[src/rtl/fetch_unit.sv]
// fetch_unit: instruction fetch stage.
// Owns the fetch PC and issues in-order word requests to instruction memory.
// Returned words are queued with their PCs in a small FIFO that feeds decode.
// A redirect flushes the FIFO and restarts fetch at the new target. Responses
// to requests that were already in flight are counted and then discarded.
// Optional feature macro: FETCH_MISALIGN_TRAP_EN. When it is defined, a
// redirect to a misaligned target raises a sticky o_misaligned flag and stops
// fetch. When it is not defined, the low target bits are forced to zero.
module fetch_unit #(
    parameter logic [31:0] RESET_PC = 32'h0000_0000,
    parameter int          DEPTH    = 2
) (
    input  logic        i_clk,
    input  logic        i_rst_n,
    output logic        o_imem_req_valid,
    output logic [31:0] o_imem_addr,
    input  logic        i_imem_req_ready,
    input  logic        i_imem_rsp_valid,
    input  logic [31:0] i_imem_rsp_data,
    output logic        o_inst_valid,
    output logic [31:0] o_inst,
    output logic [6:0]  o_opcode,
    output logic [31:0] o_pc,
    input  logic        i_inst_ready,
    input  logic        i_redirect,
    input  logic [31:0] i_redirect_pc
`ifdef FETCH_MISALIGN_TRAP_EN
    ,
    output logic        o_misaligned
`endif
);

    // DEPTH is restricted to 2 or 4, so the FIFO pointers wrap naturally.
    localparam int         PW      = (DEPTH > 2) ? 2 : 1;
    localparam logic [3:0] DEPTH_C = 4'(DEPTH);

    logic [31:0]   fpc;
    logic [31:0]   rpc;
    logic [31:0]   fifo_inst [DEPTH];
    logic [31:0]   fifo_pc   [DEPTH];
    logic [PW-1:0] rd_ptr;
    logic [PW-1:0] wr_ptr;
    logic [3:0]    count;
    logic [3:0]    outs;
    logic [3:0]    drop;
    logic [3:0]    outs_next;
    logic [3:0]    credit_used;
    logic          started;
    logic [31:0]   last_inst;
    logic [31:0]   last_pc;
    logic          acc;
    logic          pop_raw;
    logic          pop;
    logic          push;
    logic          rsp_drop;
    logic          stall_mis;
    logic [31:0]   target;

`ifdef FETCH_MISALIGN_TRAP_EN
    logic misaligned;

    assign stall_mis    = misaligned;
    assign o_misaligned = misaligned;

    // The misaligned flag is set or cleared by every redirect, depending on the target's low bits.
    always_ff @(posedge i_clk) begin
        if (!i_rst_n) begin
            misaligned <= 1'b0;
        end else if (i_redirect) begin
            misaligned <= |i_redirect_pc[1:0];
        end
    end
`else
    logic unused_low_bits;

    assign unused_low_bits = ^i_redirect_pc[1:0];
    assign stall_mis       = 1'b0;
`endif

    assign target = {i_redirect_pc[31:2], 2'b00};

    // Request credit, handshakes and head-of-FIFO presentation.
    always_comb begin
        pop_raw          = (count != 4'd0) & i_inst_ready;
        credit_used      = outs + count - {3'b000, pop_raw};
        o_imem_req_valid = started & ~stall_mis & (credit_used < DEPTH_C);
        o_imem_addr      = fpc;
        acc              = o_imem_req_valid & i_imem_req_ready;
        pop              = pop_raw & ~i_redirect;
        push             = i_imem_rsp_valid & (drop == 4'd0) & ~i_redirect;
        rsp_drop         = i_imem_rsp_valid & (drop != 4'd0);
        outs_next        = outs + {3'b000, acc} - {3'b000, i_imem_rsp_valid};
        o_inst_valid     = (count != 4'd0);
        o_inst           = o_inst_valid ? fifo_inst[rd_ptr] : last_inst;
        o_pc             = o_inst_valid ? fifo_pc[rd_ptr]   : last_pc;
        o_opcode         = o_inst[6:0];
    end

    // FIFO storage; the count and pointers decide which entries are live.
    always_ff @(posedge i_clk) begin
        if (push) begin
            fifo_inst[wr_ptr] <= i_imem_rsp_data;
            fifo_pc[wr_ptr]   <= rpc;
        end
    end

    // PCs, counters and pointers; a redirect overrides every other event in the cycle.
    always_ff @(posedge i_clk) begin
        if (!i_rst_n) begin
            started   <= 1'b0;
            fpc       <= RESET_PC;
            rpc       <= RESET_PC;
            rd_ptr    <= '0;
            wr_ptr    <= '0;
            count     <= 4'd0;
            outs      <= 4'd0;
            drop      <= 4'd0;
            last_inst <= 32'd0;
            last_pc   <= 32'd0;
        end else begin
            started   <= 1'b1;
            outs      <= outs_next;
            last_inst <= o_inst;
            last_pc   <= o_pc;
            if (i_redirect) begin
                fpc    <= target;
                rpc    <= target;
                rd_ptr <= '0;
                wr_ptr <= '0;
                count  <= 4'd0;
                drop   <= outs_next;
            end else begin
                if (acc) begin
                    fpc <= fpc + 32'd4;
                end
                if (push) begin
                    wr_ptr <= wr_ptr + PW'(1);
                    rpc    <= rpc + 32'd4;
                end
                if (pop) begin
                    rd_ptr <= rd_ptr + PW'(1);
                end
                if (rsp_drop) begin
                    drop <= drop - 4'd1;
                end
                count <= count + {3'b000, push} - {3'b000, pop};
            end
        end
    end

endmodule

[config.mk]
export PLATFORM = sky130hd
export DESIGN_NAME = fetch_unit
export DESIGN_NICKNAME = d
export VERILOG_FILES = /design/src/rtl/fetch_unit.sv
export SDC_FILE = /design/constraint.sdc
export NUM_CORES = 1
export LEC_CHECK = 0
export ABC_AREA = 1
export CORE_ASPECT_RATIO = 1.2
export CORE_UTILIZATION = 30
export CTS_CLUSTER_DIAMETER = 50
export DETAILED_ROUTE_END_ITERATION = 16
export PLACE_DENSITY_LB_ADDON = 0.2
export SYNTH_ARGS = -nofsm -noshare
export SYNTH_HDL_FRONTEND = slang
export SYNTH_SLANG_ARGS = --single-unit
[constraint.sdc]
create_clock -name i_clk -period 5 [get_ports i_clk]
set_input_delay 0.75 -clock i_clk [delete_from_list [all_inputs] [get_ports i_clk]]
set_output_delay 0.75 -clock i_clk [all_outputs]
set_load 0.01 [all_outputs]
### Yosys cells after proc, flatten, opt, wreduce, memory -nomap -nowiden

Memories as Yosys holds them, arrays and structs flattened. A register that Yosys moved wholly into a read port is not among the register bits.
Index checks and enable logic that the tools add are counted.

* add/sub/neg operators: 11
* $lt $le $gt $ge: 1
* muxes and demuxes: 15
* bitwise operators: 9
* reductions and logical operators: 7

Operator list (number)
* 2-to-1 mux 32 bit: 6
* adder 32 x 3 -> 32 bit, second input constant: 2
* subtractor 4 x 1 -> 4 bit: 3
* adder 4 x 1 -> 4 bit: 2
* 2-to-1 mux 4 bit: 2
* nonzero test 4 bit: 2
* AND 1 bit: 7
* 2-to-1 mux 1 bit: 7
* nonzero test 2 bit: 3
* adder 4 bit: 1
* logical NOT 4 bit: 1
* less-than comparator 4 x 2 -> 1 bit, second input constant: 1
* subtractor 4 x 1 -> 4 bit, second input constant: 1
* adder 1 bit, second input constant: 2
* inverter 1 bit: 2
* OR reduction 2 bit: 1

* flip-flop bits (word level): 143
* RAM bits: 128
* input port bits: 70
* output and inout bits: 105
* logic and storage cells: 57
* memories: 2

Memories
* fifo_inst: words 2, width 32, read ports 1, clocked after Yosys merged registers in 1, write ports 1, line 39 `logic [31:0] fifo_inst [DEPTH];`
* fifo_pc: words 2, width 32, read ports 1, clocked after Yosys merged registers in 1, write ports 1, line 40 `logic [31:0] fifo_pc [DEPTH];`

### Logic depth before layout (Yosys ltp)

Gate-level depths: netlist (run 1).

* depth in word-level cells: 9
* depth in mapped cells: 24
* gate-level depth less buffers: 22

### Worst setup path before layout (run 1)

Ideal clock, no wire load.

* kind: input port to flip-flop
* from: in i_imem_rsp_valid
* to: mem fifo_inst[0][0], enable pin
* library setup time: 0.483 ns
* data arrival time: 3.854 ns
* required time: 4.517 ns
* setup slack: 0.663 ns
* cell stages on the path: 4
* buffers on the path: 0
* path through: nand4_2 > nor2_1 > inv_2 > nor2_1

* longest elaborated chain between the ends: 4

RTL lines
* start, declared: line 18 `input logic i_imem_rsp_valid,`
* AND 1 bit (2 in series): line 90 `push = i_imem_rsp_valid & (drop == 4'd0) & ~i_redirect;`
* 2-to-1 mux 1 bit: line 101 `if (push) begin`
* 2-to-1 mux 1 bit (not written as such): line 102 `fifo_inst[wr_ptr] <= i_imem_rsp_data;`
* end, declared: line 39

Every way passes these cells.

### Worst setup path in the final report (run 1)

* from: reg count[2]
* to: out o_imem_req_valid

* longest elaborated chain between the ends: 5
* elaborated cells on any way between the ends: 6
* classes of those cells: add/sub: 2; order compare: 1; bitwise: 2; reduce/logical: 1

RTL lines
* start, declared: line 43 `logic [3:0] count;`
* start signal, assigned: line 146 `count <= count + {3'b000, push} - {3'b000, pop};`
* branches (longest 2 deep; another with adder 4 bit)
* subtractor 4 x 1 -> 4 bit *: line 85 `credit_used = outs + count - {3'b000, pop_raw};`
* less-than comparator 4 x 2 -> 1 bit *: line 86 `o_imem_req_valid = started & ~stall_mis & (credit_used < DEPTH_C);`
* AND 1 bit *: line 86
* end, declared: line 15 `output logic o_imem_req_valid,`

Every way passes the cells marked *.

==> results of run 1 <==
==> area by class of cell <==
class	count	area [sq um]	area share
Sequential cell	264	6530	0.418
Multi-Input combinational cell	917	4650	0.297
Timing Repair Buffer	184	1800	0.115
Clock buffer	41	941	0.0602
Inverter	223	838	0.0536
Tap cell	533	667	0.0426
Clock inverter	25	216	0.0138
==> sequential cells by signal, indices dropped and copies added, names as in the netlist, named ones only <==
signal,cells
fifo_inst,64
last_pc,32
rpc,30
o_imem_addr,30
rd_ptr,1
started,1
outs,4
count,4
last_inst,32
fifo_pc,60
wr_ptr,1
drop,4
==> worst max-delay path: stages (launching register included) <==
cell             delay [ns]
dfxtp_1                0.31
inv_1                  0.07
ha_1                   0.23
nand2_4                0.26
nand2_1                0.20
inv_1                  0.10
ha_1                   0.22
inv_1                  0.06
nand2_1                0.08
fa_1                   0.49
o21ai_0                0.08
nor2_1                 0.15
nand2_1                0.07
inv_1                  0.05
clkdlybuf4s50_1        0.52
==> per-stage QoR <==
stage	total power, mW	instance area [sq um]	util	hold WS [ns]
floorplan	3.50	12300	-	0.425
global placement	4.16	14500	0.361	0.434
detailed placement	4.19	14500	0.361	0.437
CTS	6.70	15600	0.390	0.445
global route	6.97	15600	0.390	0.461
finish	6.58	15600	0.390	0.442
==> where the power goes <==
part / switching (mW) / internal (mW) / total [mW]
Clock: 0.989 / 1.48 / 2.47
Combinational: 0.822 / 0.669 / 1.49
Sequential: 0.136 / 2.49 / 2.63
==> metal layers <==
metal	up-vias	global-route usage	part of all wire
li1	5100	-	-
met1	4652	0.200	0.45
met2	269	0.259	0.47
met3	52	0.0274	0.051
met4	0	0.0505	0.024
met5	-	0	0
==> kinds of logic (layout without fill, tap and decap cells) <==
group	after synthesis	in the layout	synth area share
adder cells (fa/ha/maj)	21	21	0.0232
other	1	2	0.000305
flip-flops	264	264	0.530
AO/OA/AOI/OAI	247	247	0.116
XOR/XNOR	27	27	0.0192
AND/OR/NAND/NOR	620	620	0.216
buffers and inverters	295	473	0.0945
==> final timing paths <==
kind	from	endpoint	cells past startpoint	slack [ns]
setup / recovery	count[2]	o_imem_req_valid	14	0.84
hold / removal	last_pc[1]	last_pc[1]	2	0.44
setup reg to reg	count[2]	drop[2]	20	1.12
hold reg to reg	last_pc[1]	last_pc[1]	2	0.44
==> placed cells by master, fill, tap and decap left out, types with 18 or more instances in the layout <==
cell	instances
edfxtp_1	124
a21oi_1	52
inv_1	217
ha_1	18
nand3_1	74
nand2_1	338
clkbuf_16	37
clkdlybuf4s50_1	169
o21ai_0	107
o211ai_1	63
dfxtp_1	139
nor2_1	146
==> summary.md, run 1 <==
| Metric | Value |
|---|---|
| Run status | `finished, final reports clean` |
| Rel. slew slack | `0.333` |
| Most frequent cell after synthesis | `nand2_1` |
| Critical path class | `reg2out` |
| CTS tree | `yes` |
| Max-slew violations | `0` |
| Worst setup EP type | `primary output` |
| TritonCTS buffer count | `36` |
| Wirelength per Cell | `around 15 um` |
| Setup Buffers After CTS | `0` |
| Ports | `~180` |
| Number of detailed-routing iterations run before antenna repair | `5` |
| Synth top area cells | `edfxtp_1 (30%), dfxtp_1 (23%), nand2_1 (10%)` |
| CP Launch Type | `flop` |
| Cell row count | `80` |
| Gp weighted congestion | `0.890` |
| Minimum clock period | `approximately 4.2 ns` |
| DRT Wirelength | `32.6 mm` |
| Chip height | `224 um` |
| Via density | `4.61` |
| Post-synthesis sequential area ratio | `0.530` |
| Non-filler instance count after layout | `2187` |
| Max-Cap Viols | `0` |
| Nets | `1717` |
| Synth-to-Final Area Change | `27.1%` |
| Worst min-delay path category | `reg2reg` |
| Fin crit share | `0.831` |
| Ys flop type | `dfxtp_1` |
| Commonest cells post-synth | `nand2_1 (339), inv_1 (217), nor2_1 (148), dfxtp_1 (140), edfxtp_1 (124)` |
| Fillers | `4093` |
| Post-CTS Resized | `0` |
| Antenna cell count | `0` |
| DP Worst Slack | `0.813 ns` |
| ANT nets after route | `0` |
| Setup TNS | `0 ns` |
| First-pass GRT wire length | `51.3 mm` |
| Fraction of registers with async set/reset | `0` |
| Grt total ovfl | `0` |
| Vias post-DR | `10100` |
| Clk_lat worst skew | `0.52 ns` |
| Largest net degree at the start of global routing | `roughly 110` |
| RSZ-0062 raised after global routing | `false` |
| Leading area contributor after synthesis | `edfxtp_1` |
| Avg Inst Size Synth | `between 8 and 9 sq um` |
| Post-Syn Area | `12300 sq um` |
| Worst setup margin | `0.843 ns` |
| Critical path arrival | `~3.4 ns` |
| Die width | `187 um` |
| Worst Skew | `0.0280 ns` |
| Finish-stage setup viols | `0` |
| Flops & latches, synth | `264` |
| GR Util All Layers | `0.154` |
| Die ar. | `41800 sq um` |
| Power Dens Cells | `421 nW/um^2` |
| YS warnings | `0` |
| Peak supply drop | `220 uV` |
| Cts hold-fix bufs | `0` |
| Core Region | `40100 sq um` |
| Initial antenna violation count | `0` |
| Post-synth EDFFs | `124` |
| Netlist cell types | `39` |
| P_leak | `between 6 and 7 nW` |
| I/O Buffers | `170` |
| Initial core utilization | `0.307` |
| Worst Tran Pin Value | `1.00 ns` |
| Yosys top cell area share | `0.303` |
| DRC violations left | `0` |
| CTS sink count | `264` |
| Peak Freq | `0.241 GHz` |
| Layout cells sized above 1 | `0.0665` |
| Worst endpoint required time | `4.25 ns` |
| Crit-path max FO | `27` |
| H-tree levels | `2` |
| Hpwl dp | `21.9 mm` |
| Hold Vio Cnt, Final | `0` |
| CTS root buf | `clkbuf_16` |
| Worst-case clock buffer depth | `3` |
| DP Cell Count | `2121` |
| CTS clk-pin slew, worst paths | `0.05 ns` |
| DR iter-0 viols | `between 400 and 500` |
| Cells after Synth | `between 1000 and 1500` |
| Vias in the first global route | `approximately 9500` |
Note: power is estimated with default switching activity, not from simulation.
==> run 2, diff against run 1 <==
Clock period 5 ns to 4.2 ns, I/O delays scaled along.
==> run 2 against run 1 <==
- register-to-register slack got worse by 0.44 ns
- sequential share of layout area is 0.18 points lower
- highest routed layer unchanged
- critical path depth shrank 5
- utilization grew 0.17 points
- largest cell class unchanged
- first-iteration DRC count rose by 7.5%
- via count is essentially flat
- flip-flop and latch count unchanged
==> summary.md, run 2 (synthesized netlist as in run 1, its figures left out) <==
| Metric | Value |
|---|---|
| Gp weighted congestion | `0.864 (-2.9%)` |
| Layout cells sized above 1 | `0.0664 (-0.0000803)` |
| Number of detailed-routing iterations run before antenna repair | `5 (unchanged)` |
| Grt total ovfl | `0 (unchanged)` |
| Hold slack | `0.441 ns (-0.00126 ns)` |
| Fillers | `4055 (-0.93%)` |
| RSZ-0062 raised after global routing | `false` |
| Vias in the first global route | `9770 (+2.6%)` |
| Hold Vio Cnt, Final | `0 (unchanged)` |
| GR Util All Layers | `0.156 (+0.00212)` |
| DP Worst Slack | `0.238 ns (-0.575 ns)` |
| Worst endpoint required time | `3.57 ns (-0.68 ns)` |
| CTS root buf | `clkbuf_16` |
| Non-filler instance count after layout | `2189 (+0.091%)` |
| Final instance area | `15700 sq um (+0.42%)` |
| Minimum clock period | `about 3.7 ns` |
| Clk_lat worst skew | `0.52 ns (about the same)` |
| Fin crit share | `0.885` |
| Worst-case reg-to-reg path depth | `20 (unchanged)` |
| Largest registers | `fifo_inst (64), fifo_pc (60)` |
| Cts hold-fix bufs | `0 (unchanged)` |
| WHS Path Cells | `2 (unchanged)` |
| DRT Wirelength | `32.5 mm (-0.22%)` |
| Peak supply drop | `230 uV (+4.8%)` |
| H-tree levels | `2 (unchanged)` |
| Worst min-delay path category | `reg2reg` |
| Cell row count | `80 (unchanged)` |
| Most frequent CP cell | `inv_1` |
| Worst-case clock buffer depth | `3 (unchanged)` |
| Crit-path max FO | `93 (+240%)` |
| Via density | `4.61 (about the same)` |
| Top reg by flops | `fifo_inst` |
| CP max stage cell | `buf_6` |
| Finish-stage setup viols | `0 (unchanged)` |
| Max-slew violations | `0 (unchanged)` |
| Run status | `finished, final reports clean` |
| Placed inst area | `14600 sq um (+0.50%)` |
| Ports | `175 (unchanged)` |
| Core Region | `40100 sq um (unchanged)` |
| Initial core utilization | `0.307 (unchanged)` |
| Most frequent cells in the layout | `nand2_1 (338), inv_1 (217), clkdlybuf4s50_1 (169), nor2_1 (146), dfxtp_1 (139)` |
| Wirelength per Cell | `14.8 um (-0.32%)` |
| DRC violations left | `0 (unchanged)` |
| Nets | `1720 (+0.17%)` |
| Worst-path cell chain | `inv_1, ha_1, nand2_4, buf_4, buf_6, o211ai_1, o21ai_0, inv_1, clkdlybuf4s50_1` |
| CTS clk-pin slew, worst paths | `0.06 ns (about the same)` |
| Synth-to-Final Area Change | `27.6%` |
| Most common cell after layout, fill and taps aside | `nand2_1` |
| Hpwl dp | `22.2 mm (+1.1%)` |
| Antenna cell count | `0 (unchanged)` |
| Worst setup EP type | `primary output` |
| I/O Buffers | `170 (unchanged)` |
| Max FFs per register | `64 (unchanged)` |
| Largest net degree at the start of global routing | `94 (-10%)` |
| Power Dens Cells | `499 nW/um^2 (+18%)` |
| DP Cell Count | `2124 (+0.14%)` |
| TritonCTS buffer count | `36 (unchanged)` |
| Rel. slew slack | `0.516 (+0.183)` |
| ANT nets after route | `0 (unchanged)` |
| Die ar. | `41800 sq um (unchanged)` |
| Worst Tran Pin Value | `0.726 ns (-0.275 ns)` |
| CTS sink count | `264 (unchanged)` |
| First-pass GRT wire length | `52.0 mm (+1.3%)` |
| Vias post-DR | `10100 (+0.079%)` |
| Die width | `187 um (unchanged)` |
| Critical path class | `reg2out` |
| Setup TNS | `0 ns (unchanged)` |
| DR iter-0 viols | `513 (+7.5%)` |
| Worst setup margin | `0.484 ns (-0.359 ns)` |
| CP Launch Type | `flop` |
| CTS tree | `yes` |
| Peak Freq | `0.269 GHz` |
| Max-Cap Viols | `0 (unchanged)` |
| Worst Skew | `0.0125 ns (-0.0155 ns)` |
| P_leak | `6.35 nW (+0.30%)` |
| Initial antenna violation count | `0 (unchanged)` |
| Chip height | `224 um (unchanged)` |
| Core Util, Final | `0.391 (+0.00165)` |
| Crit path largest cell delay | `0.54 ns (+0.02 ns)` |
| Critical path arrival | `3.09 ns (-0.32 ns)` |
| Total power | `7.84 mW (+19%)` |
==> run 2: cell types whose count changed in the layout (fill, tap and decap cells not counted) <==
cell	previous run	this run
clkinv_2	7	2
inv_6	4	9
buf_12	0	4
clkbuf_1	4	7
clkinv_4	4	1
buf_4	14	12
clkbuf_8	0	2
buf_6	0	1
bufinv_16	2	1
clkinv_1	4	3
clkinvlp_4	4	3
==> run 2: area by class of cell <==
type	instances	area, sq um	share of cell area
multi-input combinational	917	4650	0.296
sequential	264	6530	0.416
timing repair buffer	187	1880	0.120
clock inverter	19	168	0.0107
inverter	223	838	0.0534
tap	533	667	0.0425
clock buffer	46	980	0.0624
==> run 2: path summary, 6_finish.rpt <==
path,startpoint,endpoint,slack (ns)
worst max-delay path,count[2],o_pc[18],0.48
worst max register to register,count[2],drop[2],0.68
worst min-delay path,last_pc[0],last_pc[0],0.44
worst min register to register,last_pc[0],last_pc[0],0.44
==> run 2: routing by layer <==
layer,GRT usage,wire length (um),up-vias
li1,-,-,5120
met4,0.0502,649,0
met1,0.200,14600,4638
met2,0.265,15600,273
met3,0.0304,1710,50
met5,0,0,-
==> run 2: where the power goes <==
group	internal [mW]	leakage (nW)	switching (mW)
Clock	1.74	0.553	1.17
Combinational	0.808	3.51	0.989
Sequential	2.96	2.28	0.158
Total	5.52	6.35	2.32
==> run 2: repair_timing <==
item,in CTS,in global routing
buffers inserted,0,0
setup endpoints to repair,0,15
gates resized for setup,0,1
==> run 2: critical path: cells and delay by family (launching register included) <==
| family | cells | cell delay, ns |
|---|---|---|
| flops | 1 | 0.30 |
| buf+inv | 5 | 1.50 |
| compound gates | 2 | 0.39 |
| simple gates | 1 | 0.08 |
| fa+ha+maj | 1 | 0.23 |
==> run 3, diff against run 2 <==
Settings changed: CORE_UTILIZATION 30 to 40.
==> run 3 against run 2 <==
- first-iteration DRC count up 10%
- clock power down 16%
- flip-flop and latch count unchanged
- via count down 0.32%
- sequential power about the same
- power down 6.3%
- worst hold slack better by 0.012 ns
- critical path depth unchanged
- maximum frequency down 3.0%
- setup slack worse by 0.12 ns
- critical path type unchanged
- critical endpoint is now o_inst[29]
- highest routed layer unchanged
==> summary.md, run 3 (synthesized netlist as in run 1, its figures left out) <==
| Metric | Value |
|---|---|
| Run status | `finished, final reports clean` |
| Worst setup EP type | `primary output` |
| Nets | `1714 (-0.35%)` |
| Peak supply drop | `291 uV (+26%)` |
| Die ar. | `31500 sq um (-25%)` |
| Peak Freq | `0.261 GHz (-3.0%)` |
| TritonCTS buffer count | `29 (-19%)` |
| First-pass GRT wire length | `48.3 mm (-7.2%)` |
| Worst Skew | `0.00736 ns (-0.00517 ns)` |
| Fillers | `2862 (-29%)` |
| H-tree levels | `1 (-1)` |
| Clk_lat worst skew | `0.53 ns (about the same)` |
| Worst-path cell chain | `inv_1, ha_1, nand2_4, buf_4, buf_4, o211ai_1, o21ai_0, inv_1, clkdlybuf4s50_1` |
| DRT Wirelength | `29.7 mm (-8.7%)` |
| Hold Vio Cnt, Final | `0 (unchanged)` |
| Setup TNS | `0 ns (unchanged)` |
| Register area | `6530 sq um (unchanged)` |
| Max-Cap Viols | `0 (unchanged)` |
| Critical path arrival | `3.20 ns (+0.11 ns)` |
| RSZ-0062 raised after global routing | `false` |
| Setup Buffers After CTS | `0 (unchanged)` |
| CP max stage cell | `buf_4` |
| ANT nets after route | `0 (unchanged)` |
| Initial antenna violation count | `0 (unchanged)` |
| Chip height | `194 um (-13%)` |
| Fin crit share | `0.913 (+0.0278)` |
| Multi-input gate area | `4650 sq um (unchanged)` |
| Final instance area | `15300 sq um (-2.7%)` |
| WHS Path Cells | `2 (unchanged)` |
| Wirelength per Cell | `14.6 um (-2.0%)` |
| Hpwl dp | `20.3 mm (-8.4%)` |
| Worst-case reg-to-reg path depth | `20 (unchanged)` |
| Largest registers | `fifo_inst (64), fifo_pc (60)` |
| Reg2reg end | `drop[2]` |
| Crit-path max FO | `78 (-16%)` |
| Most common cell after layout, fill and taps aside | `nand2_1` |
| Reg2reg start | `count[2]` |
| Power Dens Cells | `480 nW/um^2 (-3.7%)` |
| Largest net degree at the start of global routing | `79 (-16%)` |
| CTS sink count | `264 (unchanged)` |
| DR iter-0 viols | `566 (+10%)` |
| I/O Buffers | `170 (unchanged)` |
| Rel. slew slack | `0.509 (-0.00660)` |
| Critical path class | `reg2out` |
| Worst-case clock buffer depth | `3 (unchanged)` |
| Reg-to-reg setup timing slack | `0.69 ns (about the same)` |
| Placed inst area | `14400 sq um (-1.3%)` |
| CP Launch Type | `flop` |
| P_leak | `6.23 nW (-1.9%)` |
| Hold path start | `last_pc[1]` |
| Vias in the first global route | `9592 (-1.8%)` |
| CTS root buf | `clkbuf_16` |
| Max FFs per register | `64 (unchanged)` |
| Worst min-delay path category | `reg2reg` |
| Top reg by flops | `fifo_inst` |
| Finish-stage setup viols | `0 (unchanged)` |
| Worst Hold End | `last_pc[1]` |
| Number of detailed-routing iterations run before antenna repair | `4 (-1)` |
| Crit path largest cell delay | `0.56 ns (+0.02 ns)` |
| Core Region | `30400 sq um (-24%)` |
| Cts hold-fix bufs | `0 (unchanged)` |
| Initial core utilization | `0.405 (+0.0984)` |
| Via density | `4.93 (+7.0%)` |
| Ports | `175 (unchanged)` |
| Gp weighted congestion | `0.929 (+7.6%)` |
| Worst endpoint required time | `3.57 ns (about the same)` |
| Antenna cell count | `0 (unchanged)` |
| Most frequent cells in the layout | `nand2_1 (338), inv_1 (217), clkdlybuf4s50_1 (169), nor2_1 (146), dfxtp_1 (139)` |
| CTS tree | `yes` |
| CTS clk-pin slew, worst paths | `0.06 ns (about the same)` |
| Worst Tran Pin Value | `0.736 ns (+0.00990 ns)` |
| Grt total ovfl | `0 (unchanged)` |
| Synth-to-Final Area Change | `24.2%` |
| Layout cells sized above 1 | `0.0584 (-0.00803)` |
| GR Util All Layers | `0.190 (+0.0336)` |
| DRC violations left | `0 (unchanged)` |
| Cell row count | `70 (-13%)` |
| Vias post-DR | `10000 (-0.32%)` |
| Post-CTS Resized | `0 (unchanged)` |
| Max-slew violations | `0 (unchanged)` |
| Die width | `162 um (-13%)` |
| Minimum clock period | `3.83 ns (+0.117 ns)` |
run 3: cell count changes in the layout (fill, tap and decap cells not counted), sizes merged:
cell    delta
inv        -9
clkbuf     -7
bufinv     +2
buf        +1
clkinv     +1
run 3: worst max-delay path by stage:
stage | from | endpoint | slack (ns) | depth (start not counted)
floorplan | i_imem_rsp_valid | fifo_inst[1][0] | 0.003 | 4
global placement | i_inst_ready | drop[2] | 0.28 | 18
global route | count[2] | o_inst[1] | 0.06 | 9
detailed placement | i_inst_ready | drop[2] | 0.24 | 18
finish | count[2] | o_inst[29] | 0.37 | 9
CTS | count[2] | o_inst[29] | 0.27 | 9
run 3: cell type report:
class | instances | share of cell area
repair buffers | 188 | 0.121
clock buffers | 39 | 0.0499
flip-flops and latches | 264 | 0.427
inverters | 223 | 0.0549
clock inverters | 13 | 0.00999
multi-input cells | 917 | 0.304
well taps | 396 | 0.0324
run 3: critical path, delay by kind of cell, from the launching register on:
family / cells / cell delay, ns
flops: 1 / 0.31
fa+ha+maj: 1 / 0.23
compound gates: 2 / 0.30
buf+inv: 5 / 1.71
simple gates: 1 / 0.08
run 3: per-stage QoR:
| step | instances | setup slack, ns | hold WS [ns] | total power [mW] | utilization |
|---|---|---|---|---|---|
| finish | 2040 | 0.367 | 0.453 | 7.34 | 0.503 |
| global placement | 1988 | 0.279 | 0.435 | 4.93 | 0.473 |
| detailed placement | 1988 | 0.239 | 0.450 | 4.97 | 0.473 |
| CTS | 2040 | 0.266 | 0.459 | 7.43 | 0.503 |
| global route | 2040 | 0.0606 | 0.482 | 7.75 | 0.503 |
| floorplan | 1476 | 0.00257 | 0.425 | 4.16 | - |
run 3: metal layers:
layer | vias up | track usage | part of all wire
met1 | 4625 | 0.246 | 0.45
li1 | 5094 | - | -
met5 | - | 0 | 0
met2 | 266 | 0.320 | 0.47
met3 | 64 | 0.0265 | 0.048
met4 | 0 | 0.0709 | 0.030
run 3: power breakdown:
group	internal, mW	switching, mW	total, mW
registers	2.96	0.159	3.12
clock network	1.46	0.989	2.45
logic	0.809	0.966	1.77
total	5.23	2.11	7.34
